<file path="src/rtl/count_seq_monitor_if.sv">
// Sample/control and status bundle between a counter stream source and count_seq_monitor.
interface count_seq_monitor_if;
   logic       in_valid;
   logic [3:0] count_in;
   logic       clr_err;
   logic       dir;
   logic       locked;
   logic       rev;
   logic       err;
   logic [7:0] step_cnt;
   logic [7:0] err_cnt;

   modport master (
      output in_valid, count_in, clr_err,
      input  dir, locked, rev, err, step_cnt, err_cnt
   );

   modport slave (
      input  in_valid, count_in, clr_err,
      output dir, locked, rev, err, step_cnt, err_cnt
   );
endinterface

</file>
<file path="src/rtl/count_seq_monitor.sv">
// Decodes a sampled 4-bit up/down count stream into direction, run length and illegal-step errors.
//
// state | meaning
// IDLE  | after reset, waiting for the first sample to seed prev
// ACQ   | waiting for the first legal +/-1 step; jumps and holds tolerated
// TRACK | locked; counting steps, flagging reversals and illegal jumps
// FAULT | illegal step seen; waiting for clr_err, samples only refresh prev
module count_seq_monitor (
   input  logic                 clk,
   input  logic                 rst_n,
   count_seq_monitor_if.slave   bus
);

   typedef enum logic [1:0] {
      IDLE  = 2'd0,
      ACQ   = 2'd1,
      TRACK = 2'd2,
      FAULT = 2'd3
   } state_t;

   state_t     r_state;
   logic [3:0] r_prev;
   logic       r_dir;
   logic       r_locked;
   logic       r_rev;
   logic       r_err;
   logic [7:0] r_step_cnt;
   logic [7:0] r_err_cnt;

   logic [3:0] w_delta;
   logic       w_up;
   logic       w_dn;
   logic       w_hold;
   logic       w_with_dir;

   // Modulo-16 difference makes 15->0 an up step and 0->15 a down step.
   assign w_delta    = bus.count_in - r_prev;
   assign w_up       = (w_delta == 4'd1);
   assign w_dn       = (w_delta == 4'd15);
   assign w_hold     = (w_delta == 4'd0);
   assign w_with_dir = r_dir ? w_dn : w_up;

   always_ff @(posedge clk or negedge rst_n) begin
      if (!rst_n) begin
         r_state    <= IDLE;
         r_prev     <= 4'd0;
         r_dir      <= 1'b0;
         r_locked   <= 1'b0;
         r_rev      <= 1'b0;
         r_err      <= 1'b0;
         r_step_cnt <= 8'd0;
         r_err_cnt  <= 8'd0;
      end else begin
         r_rev <= 1'b0;
         if (bus.in_valid) begin
            r_prev <= bus.count_in;
         end
         case (r_state)
            IDLE: begin
               if (bus.in_valid) begin
                  r_state <= ACQ;
               end
            end
            ACQ: begin
               if (bus.in_valid && (w_up || w_dn)) begin
                  r_dir      <= w_dn;
                  r_step_cnt <= 8'd1;
                  r_locked   <= 1'b1;
                  r_state    <= TRACK;
               end
            end
            TRACK: begin
               if (bus.in_valid && !w_hold) begin
                  if (w_with_dir) begin
                     if (r_step_cnt != 8'hFF) begin
                        r_step_cnt <= r_step_cnt + 8'd1;
                     end
                  end else if (w_up || w_dn) begin
                     r_dir      <= ~r_dir;
                     r_step_cnt <= 8'd1;
                     r_rev      <= 1'b1;
                  end else begin
                     // An error here beats a same-cycle clr_err, which only acts in FAULT.
                     r_err      <= 1'b1;
                     r_locked   <= 1'b0;
                     r_step_cnt <= 8'd0;
                     r_state    <= FAULT;
                     if (r_err_cnt != 8'hFF) begin
                        r_err_cnt <= r_err_cnt + 8'd1;
                     end
                  end
               end
            end
            FAULT: begin
               if (bus.clr_err) begin
                  r_err   <= 1'b0;
                  r_state <= ACQ;
               end
            end
            default: r_state <= IDLE;
         endcase
      end
   end

   assign bus.dir      = r_dir;
   assign bus.locked   = r_locked;
   assign bus.rev      = r_rev;
   assign bus.err      = r_err;
   assign bus.step_cnt = r_step_cnt;
   assign bus.err_cnt  = r_err_cnt;

endmodule

</file>
<file path="src/flat_wrapper.sv">
// flat-port wrapper written by rule: the top's interface ports become plain ports
module count_seq_monitor_flat 
  (clk, rst_n, bus_in_valid, bus_count_in, bus_clr_err, bus_dir, bus_locked, bus_rev, bus_err, bus_step_cnt, bus_err_cnt);
  count_seq_monitor_if bus_i ();
  input  logic clk;
  input  logic rst_n;
  input wire logic [$bits(bus_i.in_valid)-1:0] bus_in_valid;
  input wire logic [$bits(bus_i.count_in)-1:0] bus_count_in;
  input wire logic [$bits(bus_i.clr_err)-1:0] bus_clr_err;
  output wire logic [$bits(bus_i.dir)-1:0] bus_dir;
  output wire logic [$bits(bus_i.locked)-1:0] bus_locked;
  output wire logic [$bits(bus_i.rev)-1:0] bus_rev;
  output wire logic [$bits(bus_i.err)-1:0] bus_err;
  output wire logic [$bits(bus_i.step_cnt)-1:0] bus_step_cnt;
  output wire logic [$bits(bus_i.err_cnt)-1:0] bus_err_cnt;
  assign bus_i.in_valid = bus_in_valid;
  assign bus_i.count_in = bus_count_in;
  assign bus_i.clr_err = bus_clr_err;
  assign bus_dir = bus_i.dir;
  assign bus_locked = bus_i.locked;
  assign bus_rev = bus_i.rev;
  assign bus_err = bus_i.err;
  assign bus_step_cnt = bus_i.step_cnt;
  assign bus_err_cnt = bus_i.err_cnt;
  count_seq_monitor u_core (.clk(clk), .rst_n(rst_n), .bus(bus_i));
endmodule
</file>
<file path="config.mk">
export PLATFORM = sky130hd
export DESIGN_NAME = count_seq_monitor_flat
export DESIGN_NICKNAME = d
export VERILOG_FILES = /design/src/rtl/count_seq_monitor_if.sv /design/src/rtl/count_seq_monitor.sv /design/src/flat_wrapper.sv
export SDC_FILE = /design/constraint.sdc
export NUM_CORES = 1
export LEC_CHECK = 0
export BUFFER_PORTS_ARGS = -buffer_cell sky130_fd_sc_hd__buf_2
export CELL_PAD_IN_SITES_DETAIL_PLACEMENT = 2
export CELL_PAD_IN_SITES_GLOBAL_PLACEMENT = 2
export CORE_MARGIN = 2
export CORE_UTILIZATION = 34
export CTS_CLUSTER_DIAMETER = 80
export DETAILED_ROUTE_END_ITERATION = 16
export HOLD_SLACK_MARGIN = 0.1
export PLACE_DENSITY = 0.77
export SLEW_MARGIN = 5
export SYNTH_ARGS = -nofsm -noshare
export SYNTH_HDL_FRONTEND = slang
export SYNTH_SLANG_ARGS = --single-unit
export TNS_END_PERCENT = 30
</file>
<file path="constraint.sdc">
create_clock -name clk -period 3.1 [get_ports clk]
set_clock_uncertainty 0.1 [all_clocks]
set_input_delay 0.62 -clock clk [delete_from_list [all_inputs] [get_ports clk]]
set_output_delay 0.62 -clock clk [all_outputs]
set_load 0.01 [all_outputs]
</file>
==> reports/metrics.csv <==
stage,metric,value,unit
routing,dr_total_vias,1329,
routing,post_drt_via_cell_ratio,5.54,
timing,hold_vio_cnt_final,0,
run,max_cap_violations,0,
routing,wl_met3,101,µm
synthesis,post_synth_instance_area,1530,µm²
setup_path,path_common_cell,nand2_1,
global_routing,first_pass_grt_wire_length,7360,µm
synthesis,top_cells_by_instance_count_after_synthesis,"26 x dfrtp_1, 15 x nand2_1, 13 x o21ai_0",
floorplan,fp-row-count,24,
synthesis,netlist.area_leader.share,42.6,%
routing,maxUsedRoutingLayer,met4,
routing,ant_nets,0,
setup_path,critPathArrivalTime,3.00,ns
routing,drt_wl_total,4130,µm
placement,pre_cts_slack,-0.216,ns
layout,finalCoreUtilization,42.2,%
synthesis,synth_top_area_cell,dfrtp_1,
timing,fin_crit,2.93,ns
setup_path,worst_ep_required_time,3.17,ns
global_routing,grt_overflow,0,
power,cellPowerDensity,764,nW/µm²
synthesis,postSynthRegisterBits,26,
setup_path,worst_path_largest_cell_delay,0.43,ns
timing,layout_setup_ws,0.169,ns
setup_path,endpoint_kind,register,
clock_network,clock_sink_count,26,
power,irDropWorstVdd,0.385,mV
layout,number_of_antenna_diodes,0,
floorplan,floorplan.core_area,4350,µm²
layout,nets,208,
routing,post-route-drc-count,0,
synthesis,netlist_instances,155,
setup_path,worst_setup_path_start_kind,primary input,
floorplan,start_util,35.1,%
clock_network,cts_htree_levels,1,
synthesis,post_synth_main_area_contributors,"dfrtp_1 43%, ha_1 8.2%, o21ai_0 4.3%, xnor2_1 4.0%, nand2_1 3.7%",
layout,layout.cells.non_filler,240,
synthesis,synth_edf_count,0,
layout,layout-drive-gt1-share,23.9,%
clock_network,clk_root_buffer_cell,clkbuf_8,
placement,detailedPlacementHpwl,3260,µm
power,leakage,0.856,nW
placement,count_of_buffers_inserted_at_the_top_level_ports,27,
synthesis,ys_async_sr_fraction,100,%
synthesis,synth-seq-area-share,42.6,%
global_routing,grt_start_max_net_pins,27,
clock_network,post_cts.repair.setup_buffers,0,
placement,gpl.final_weighted_congestion,0.832,
floorplan,floorplan.die_area,5050,µm²
placement,placed_cells_incl_taps,236,
setup_path,timing.setup.critical_path_class,in2reg,
synthesis,primary_flip_flop_cell_chosen_by_synthesis_mapping,dfrtp_1,
power,totalPowerFinal,1.40,mW
synthesis,synthMostInstantiatedCell,dfrtp_1,
clock_network,cts_hold_repair.buffers,0,
routing,route.layer.met1.wl,1820,µm
synthesis,synth_nets,174,
clock_network,worstSkewPairLatency,0.27,ns
synthesis,post_synth_num_cell_types,40,
clock_network,clock_slew_at_the_register_clock_pins_of_the_worst_setup_and_hold_paths,0.09,ns
floorplan,die-width,71.1,µm
routing,route.met2.wl,2130,µm
status,outcome,completed,
timing,slew-limit-headroom,59.6,%
setup_path,timing.critical_path.slowest_stage_cell,or3_1,
timing,worst_pin_slew,0.607,ns
timing,rsz0062_at_grt,no,
timing,slew_viol_final,0,
clock_network,largest_buffer_count_on_any_clock_path,2,
global_routing,grt_antenna_before_repair,0,
timing,final.hold.worst_slack,0.242,ns
floorplan,io_pins,28,
timing,fmaxAchievable,341,MHz
routing,dr.first_iter.drc_count,25,
synthesis,synth.yosys.warnings,0,
hold_path,hold_wc_path_type,in2async,
timing,setup_viol_count_final,0,
routing,drtPass1Iterations,4,
floorplan,chipHeight,71.1,µm
setup_path,worstPathCellList,buf_2 > inv_1 > ha_1 > fa_1 > xor2_1 > nand2_1 > or3_1 > nor2b_2 > o21a_2 > buf_12 > nand2_1 > a32o_1,
clock_network,post_cts_resized,0,
clock_network,cts_tree,yes,
layout,layout-area-overhead-vs-synth,20.2,%
setup_path,worst-path-max-fanout,13,
timing,min_period_over_period,94.5,%
global_routing,globalRouteTotalUtil,18.0,%
routing,avgRoutedWirePerCell,17.2,µm
synthesis,synth_area_per_cell,9.86,µm²
clock_network,cts_buffers,3,
global_routing,first_global_vias,1480,
layout make-up:
cell class	instances	area (µm²)
multi-input combinational	118	840
clock buffer	3	41.3
inverter	9	33.8
clock inverter	1	30.0
tap	52	65.1
fill	475	2520
sequential	26	651
timing repair buffer	31	178
stage by stage:
| stage | cell area (µm²) | TNS, ns |
|---|---|---|
| final | 1840 | 0 |
| after floorplan | 1530 | 0 |
| after CTS | 1830 | 0 |
| after global routing | 1840 | 0 |
| after detailed placement | 1760 | -1.43 |
| after global placement | 1760 | 0 |
logic make-up after synthesis:
group / after synthesis / share of synthesized area (%)
buf+inv: 11 / 2.78
simple gates: 49 / 16.9
xor+xnor: 10 / 5.73
fa+ha+maj: 11 / 9.49
compound gates: 42 / 18.3
flops: 26 / 42.6
mux: 6 / 4.26
sequential cells by signal, indices dropped and copies added (netlist names):
name	cells
u_core.bus.dir	1
u_core.r_prev	4
u_core.bus.rev	1
u_core.bus.step_cnt	8
u_core.bus.err_cnt	8
u_core.bus.err	1
u_core.bus.locked	1
u_core.r_state	2
per-layer routing:
layer / track usage, % / vias up
met5: 0 / -
met1: 23.0 / 671
met2: 31.4 / 24
met3: 2.56 / 10
li1: - / 624
met4: 5.66 / 0
critical path: cells and delay by family:
kind,cells,cell delay [ns]
buffers and inverters,3,0.28
XOR/XNOR,1,0.22
adder cells (fa/ha/maj),2,0.63
AO/OA/AOI/OAI,2,0.43
AND/OR/NAND/NOR,4,0.81
cell usage in the layout (no fill, tap or decap), drive strengths merged, types with 2 or more instances in the layout:
cell type  instances
a21o               2
a21oi             11
a31oi              2
a41oi              3
and3               4
buf               31
clkbuf             3
dfrtp             26
ha                10
inv                9
mux2               4
mux2i              2
nand2             16
nand2b             3
nand3              4
nand4              6
nor2               6
nor2b              2
nor3               2
o2111ai            2
o21ai             14
o31ai              2
xnor2              7
xor2               3
path summary, 6_finish.rpt:
| path | depth (start not counted) | end | start | slack, ns |
|---|---|---|---|---|
| max in group asynchronous | 1 | u_core.bus.err_cnt[1] | rst_n | 2.26 |
| min in group clk | 1 | u_core.bus.err_cnt[5] | u_core.bus.err_cnt[5] | 0.42 |
| max | 12 | u_core.bus.step_cnt[3] | bus_count_in[0] | 0.17 |
| min | 1 | u_core.bus.step_cnt[1] | rst_n | 0.24 |
| max reg2reg | 10 | u_core.bus.step_cnt[3] | u_core.r_prev[0] | 0.26 |
| min reg2reg | 1 | u_core.bus.err_cnt[5] | u_core.bus.err_cnt[5] | 0.42 |
power by group:
part | leakage, nW | total (mW) | internal [mW] | switching (mW)
Clock | 0.0357 | 0.286 | 0.173 | 0.113
Sequential | 0.334 | 0.491 | 0.412 | 0.0796
Combinational | 0.486 | 0.626 | 0.279 | 0.347
(Power assumes the default switching activity.)
